**config.mk**
```make
export PLATFORM = sky130hd
export DESIGN_NAME = systolic_feeder
export DESIGN_NICKNAME = d
export VERILOG_FILES = /design/src/rtl/systolic_feeder.sv
export SDC_FILE = /design/constraint.sdc
export NUM_CORES = 1
export LEC_CHECK = 0
export BUFFER_PORTS_ARGS = -buffer_cell sky130_fd_sc_hd__buf_2
export CAP_MARGIN = 20
export CORE_MARGIN = 2
export CORE_UTILIZATION = 45
export DETAILED_ROUTE_END_ITERATION = 12
export SYNTH_ARGS = -nofsm -noshare
export SYNTH_HDL_FRONTEND = slang
export SYNTH_SLANG_ARGS = --single-unit
```
**constraint.sdc**
```tcl
create_clock -name clk -period 4.8 [get_ports clk]
set_input_delay 0.24 -clock clk [delete_from_list [all_inputs] [get_ports clk]]
set_output_delay 0.24 -clock clk [all_outputs]
set_load 0.01 [all_outputs]
```
**src/rtl/systolic_feeder.sv**
```systemverilog
// Operand feeder for an N x N systolic array: collects N column/row beats of A and B,
// then replays them as a diagonally skewed stream followed by an all-zero drain.
module systolic_feeder #(
  parameter int data_width = 8,
  parameter int num_of_PE  = 4
) (
  input  logic                           clk,
  input  logic                           rst,
  input  logic                           in_valid,
  output logic                           in_ready,
  input  logic [data_width*num_of_PE-1:0] in_a_col,
  input  logic [data_width*num_of_PE-1:0] in_b_row,
  output logic [data_width*num_of_PE-1:0] out_left,
  output logic [data_width*num_of_PE-1:0] out_up,
  output logic                           out_valid,
  output logic                           busy,
  output logic                           done
);

  localparam int N  = num_of_PE;
  localparam int DW = data_width;
  localparam int LW = DW * N;
  localparam int TW = ((3 * N - 2) > 1) ? $clog2(3 * N - 2) : 1;
  localparam int BW = (N > 1) ? $clog2(N) : 1;

  localparam logic [TW-1:0] T_LAST    = TW'(3 * N - 3);
  localparam logic [BW-1:0] BEAT_LAST = BW'(N - 1);

  typedef enum logic [1:0] {
    LOAD   = 2'd0,
    STREAM = 2'd1,
    DONE   = 2'd2
  } state_t;

  state_t          state;
  state_t          state_nxt;
  logic [BW-1:0]   beat;
  logic [BW-1:0]   beat_nxt;
  logic [TW-1:0]   t;
  logic [TW-1:0]   t_nxt;
  logic            accept;

  logic [DW-1:0]   a_buf [N][N];
  logic [DW-1:0]   a_nxt [N][N];
  logic [DW-1:0]   b_buf [N][N];
  logic [DW-1:0]   b_nxt [N][N];

  logic [LW-1:0]   left_nxt;
  logic [LW-1:0]   up_nxt;
  logic            valid_nxt;
  logic            done_nxt;

  assign in_ready = (state == LOAD);
  assign busy     = (state == STREAM) || (state == DONE);
  assign accept   = in_valid && in_ready;

  always_ff @(posedge clk or negedge rst) begin
    if (!rst) begin
      state     <= LOAD;
      beat      <= '0;
      t         <= '0;
      out_left  <= '0;
      out_up    <= '0;
      out_valid <= 1'b0;
      done      <= 1'b0;
    end else begin
      state     <= state_nxt;
      beat      <= beat_nxt;
      t         <= t_nxt;
      out_left  <= left_nxt;
      out_up    <= up_nxt;
      out_valid <= valid_nxt;
      done      <= done_nxt;
    end
  end

  // Operand storage is deliberately not reset; a new job always rewrites every entry.
  always_ff @(posedge clk) begin
    a_buf <= a_nxt;
    b_buf <= b_nxt;
  end

  always_comb begin
    state_nxt = state;
    beat_nxt  = beat;
    t_nxt     = t;
    case (state)
      LOAD: begin
        if (accept) begin
          if (beat == BEAT_LAST) begin
            state_nxt = STREAM;
            beat_nxt  = '0;
            t_nxt     = '0;
          end else begin
            beat_nxt = beat + 1'b1;
          end
        end
      end
      STREAM: begin
        if (t == T_LAST) begin
          state_nxt = DONE;
          t_nxt     = '0;
        end else begin
          t_nxt = t + 1'b1;
        end
      end
      DONE: begin
        state_nxt = LOAD;
      end
      default: begin
        state_nxt = LOAD;
        beat_nxt  = '0;
        t_nxt     = '0;
      end
    endcase
  end

  always_comb begin
    a_nxt = a_buf;
    b_nxt = b_buf;
    for (int k = 0; k < N; k++) begin
      if (accept && (beat == BW'(k))) begin
        for (int i = 0; i < N; i++) begin
          a_nxt[i][k] = in_a_col[i*DW +: DW];
          b_nxt[k][i] = in_b_row[i*DW +: DW];
        end
      end
    end
  end

  // Outputs are computed from the upcoming state and buffer contents so the first
  // stream cycle lines up with the final handshake, even when it uses that beat.
  always_comb begin
    left_nxt  = '0;
    up_nxt    = '0;
    valid_nxt = (state_nxt == STREAM);
    done_nxt  = (state_nxt == DONE);
    if (state_nxt == STREAM) begin
      for (int i = 0; i < N; i++) begin
        for (int k = 0; k < N; k++) begin
          if (t_nxt == TW'(i + k)) begin
            left_nxt[i*DW +: DW] = a_nxt[i][k];
            up_nxt[i*DW +: DW]   = b_nxt[k][i];
          end
        end
      end
    end
  end

endmodule

```
==> impl_metrics.json <==
{
  "final.period_utilization_pct": 75.3,
  "worst_slew_pin_slew_ps": 997,
  "yosys.area.top_type": "dfxtp_1",
  "grt_use_total_pct": 21.0,
  "first_iter_violations": 539,
  "cp-end-kind": "flip-flop",
  "synth.distinct_cells": 56,
  "root_buffer": "clkbuf_16",
  "syn_inst": 1092,
  "finClkSkew_ps": 19.4,
  "start_util_pct": 45.7,
  "vdd_drop_max_mv": 0.453,
  "clkSlewWorstSetupHoldPaths_ps": 60,
  "maxCapViolCount": 0,
  "p_sw_w": 0.00471,
  "gp_congestion": 0.797,
  "async_reset_ff_share_pct": 22.4,
  "cts_sinks": 330,
  "grt_max_degree": 57,
  "wl_met3_mm": 1.40,
  "num_rows": 62,
  "finalSetupTns_ps": 0,
  "drc": 0,
  "antenna_cells": 0,
  "cts_resized": 0,
  "dr_wl_met2_mm": 15.1,
  "critPathMaxStageDelay_ps": 860,
  "netSwitchingFraction_pct": 36.5,
  "worst-setup-path-type": "flip-flop to flip-flop",
  "cts_tree": "built",
  "grt-ovfl-total": 0,
  "cp_top_family": "simple AND/OR/NAND/NOR gates",
  "slew_headroom_pct": 33.5,
  "pwr-share-seq_pct": 34.2,
  "vias_per_cell": 5.68,
  "p_int_w": 0.00821,
  "routed.top_layer": "met5",
  "drt_pass1_iterations": 5,
  "worstSetupStartpointType": "flip-flop",
  "yosysSeqAreaShare_pct": 53.2,
  "clk_latency_ps": 520,
  "slew_violations": 0,
  "coreArea_mm2": 0.0287,
  "arrival_ps": 4030,
  "routed_wirelength_mm": 31.7,
  "wire_per_inst_um": 19.6,
  "finalHoldViolCount": 0,
  "yosysTopAreaCellShare_pct": 39.0,
  "grt_setup_unrepaired": "false",
  "outcome": "complete, no violations",
  "cts_made_buffers": 36,
  "io_pins": 135,
  "ys_ff_latch": 330,
  "crit_slowest_cell": "and3_1",
  "fin_crit_ps": 3610,
  "die_x_um": 175,
  "cp_max_fo": 36,
  "fp.dieH_um": 175,
  "final_cells": 1614,
  "powerDensity_mw_per_mm2": 842,
  "yosys_warnings": 0,
  "synth.avg_cell_area_um2": 12.0,
  "synth.area.top_cells": "dfxtp_1 (39%), mux2_2 (21%), dfrtp_1 (14%)",
  "dp_cells": 1538,
  "wl_met1_mm": 14.7,
  "path_buf_inv": 1,
  "place_hpwl_mm": 18.8,
  "p_leak_nw": 6.79,
  "routed-via-count": 9166,
  "ant_nets": 0,
  "drive_gt1_share_pct": 38.1,
  "syn2layout_area_growth_pct": 16.9,
  "htree_levels": 2,
  "hold_class": "input port to flip-flop",
  "clock_power_share_pct": 20.4,
  "clock_path_buffers": 3,
  "grt_pass1_vias": 9546,
  "dieArea_mm2": 0.0306,
  "setup_viol": 0,
  "grt_first_pass_wirelength_mm": 51.7,
  "synth_edf_count": 0,
  "worstPathRequired_ps": 5220,
  "synthFlopType": "dfxtp_1",
  "crit_chain": "inv_1 -> ha_1 -> a21boi_2 -> nor2_2 -> o32a_2 -> and3_1 -> a222oi_1 -> nor3_1",
  "power_frac_comb_pct": 45.4,
  "synth_area_mm2": 0.0131,
  "grt_antenna_before_repair": 1,
  "fmax_ghz": 0.277,
  "finalNetCount": 1279,
  "synth_nets": 1169,
  "io_buffers": 134
}
[power by group through the flow]
stage                     Combinational (W)  Sequential, W  Clock (W)
final                               0.00586        0.00442    0.00264
after global routing                0.00646        0.00456    0.00281
after CTS                           0.00590        0.00443    0.00271
after detailed placement            0.00588        0.00448          0
after global placement              0.00580        0.00444          0
after floorplan                     0.00434        0.00447          0
[logic make-up (layout without fill, tap and decap cells)]
group,after synthesis,after routing,synth area share (%)
AOI/OAI and AO/OA,209,209,13.1
adders and majority gates,10,10,0.953
buffers and inverters,118,256,3.98
DFF,330,330,53.2
muxes,256,256,21.8
and+or+nand+nor,169,169,6.97
[sequential cells by signal, summed over array words and instances, names as in the netlist]
name	count
a_buf	128
b_buf	128
out_left	32
out_up	32
t	4
beat	2
state	2
done	1
out_valid	1
[cell type report]
cell class / instances / area (µm²)
Clock buffer: 59 / 1070
Clock inverter: 7 / 67.6
Fill cell: 2539 / 13400
Inverter: 25 / 93.8
Multi-Input combinational cell: 644 / 5730
Sequential cell: 330 / 6980
Tap cell: 384 / 480
Timing Repair Buffer: 165 / 931
[worst register-to-register path, delay by kind of cell, from the launching register on]
family / cells / cell delay (ps)
AND/OR/NAND/NOR: 3 / 1420
AO/OA/AOI/OAI: 3 / 1230
adder cells (fa/ha/maj): 1 / 400
flip-flops: 1 / 390
buffers and inverters: 1 / 90
[through the flow]
stage / setup WS [ps] / utilization, % / hold WS, ps / cell area (µm²) / power, W
after global placement: 1270 / 49.2 / 218 / 14100 / 0.0102
after detailed placement: 1210 / 49.2 / 221 / 14100 / 0.0104
final: 1190 / 53.5 / 14.4 / 15300 / 0.0129
after floorplan: 2350 / - / -55.6 / 13100 / 0.00881
after CTS: 1200 / 53.5 / 0.694 / 15300 / 0.0130
after global routing: 956 / 53.5 / 12.1 / 15300 / 0.0138
[cell usage in the layout, fill, tap and decap left out, drive strengths merged, types with 17 or more instances in the layout]
master and instances:
buf 155, o21ai 37, clkbuf 59, nand4 30
a22o 32, a211oi 17, inv 27, mux2 242
dfxtp 256, a32oi 30, nor3 64, o211a 29
dfrtp 74, nor2 25, nor2b 22
[what timing repair did]
action / 4_1_cts / 5_1_grt
setup buffers: 0 / 0
hold buffers: 10 / 0
hold endpoints to repair: 36 / 0
[synthesized netlist by cell type (all sizes together) (2+ instances only)]
| master | count |
|---|---|
| a32oi | 30 |
| a22oi | 3 |
| and3 | 2 |
| o221ai | 14 |
| a32o | 2 |
| dfrtp | 74 |
| nand3b | 2 |
| nor2b | 22 |
| o22ai | 2 |
| dfxtp | 256 |
| a211oi | 17 |
| mux2 | 242 |
| inv | 25 |
| and3b | 2 |
| o32ai | 2 |
| nor3 | 64 |
| ha | 10 |
| a21oi | 7 |
| nand2 | 6 |
| nor2 | 25 |
| o211a | 29 |
| a21boi | 4 |
| o221a | 2 |
| a222oi | 16 |
| nand4 | 30 |
| or2 | 2 |
| a221oi | 2 |
| o21ai | 37 |
| mux2i | 14 |
| nand3 | 7 |
| clkbuf | 46 |
| buf | 47 |
| a22o | 32 |
| a21o | 2 |
| and2 | 2 |
[layer usage]
| layer | GRT usage (%) | vias to the layer above |
|---|---|---|
| li1 | - | 4327 |
| met1 | 27.5 | 4587 |
| met2 | 36.0 | 202 |
| met3 | 3.72 | 48 |
| met4 | 5.52 | 2 |
| met5 | 0 | - |
[worst paths after layout]
path                       cells past startpoint        start           to  slack, ps
max                                            8     state[0]   out_up[21]       1190
min                                            3  in_b_row[1]    b_buf[57]         10
max reg2reg                                    8     state[0]   out_up[21]       1190
min reg2reg                                    2   a_buf[104]   a_buf[104]        460
max in group asynchronous                      3          rst  out_left[9]       3480
min in group asynchronous                      2          rst   out_up[29]        230
Note: power is estimated with default switching activity, not from simulation.
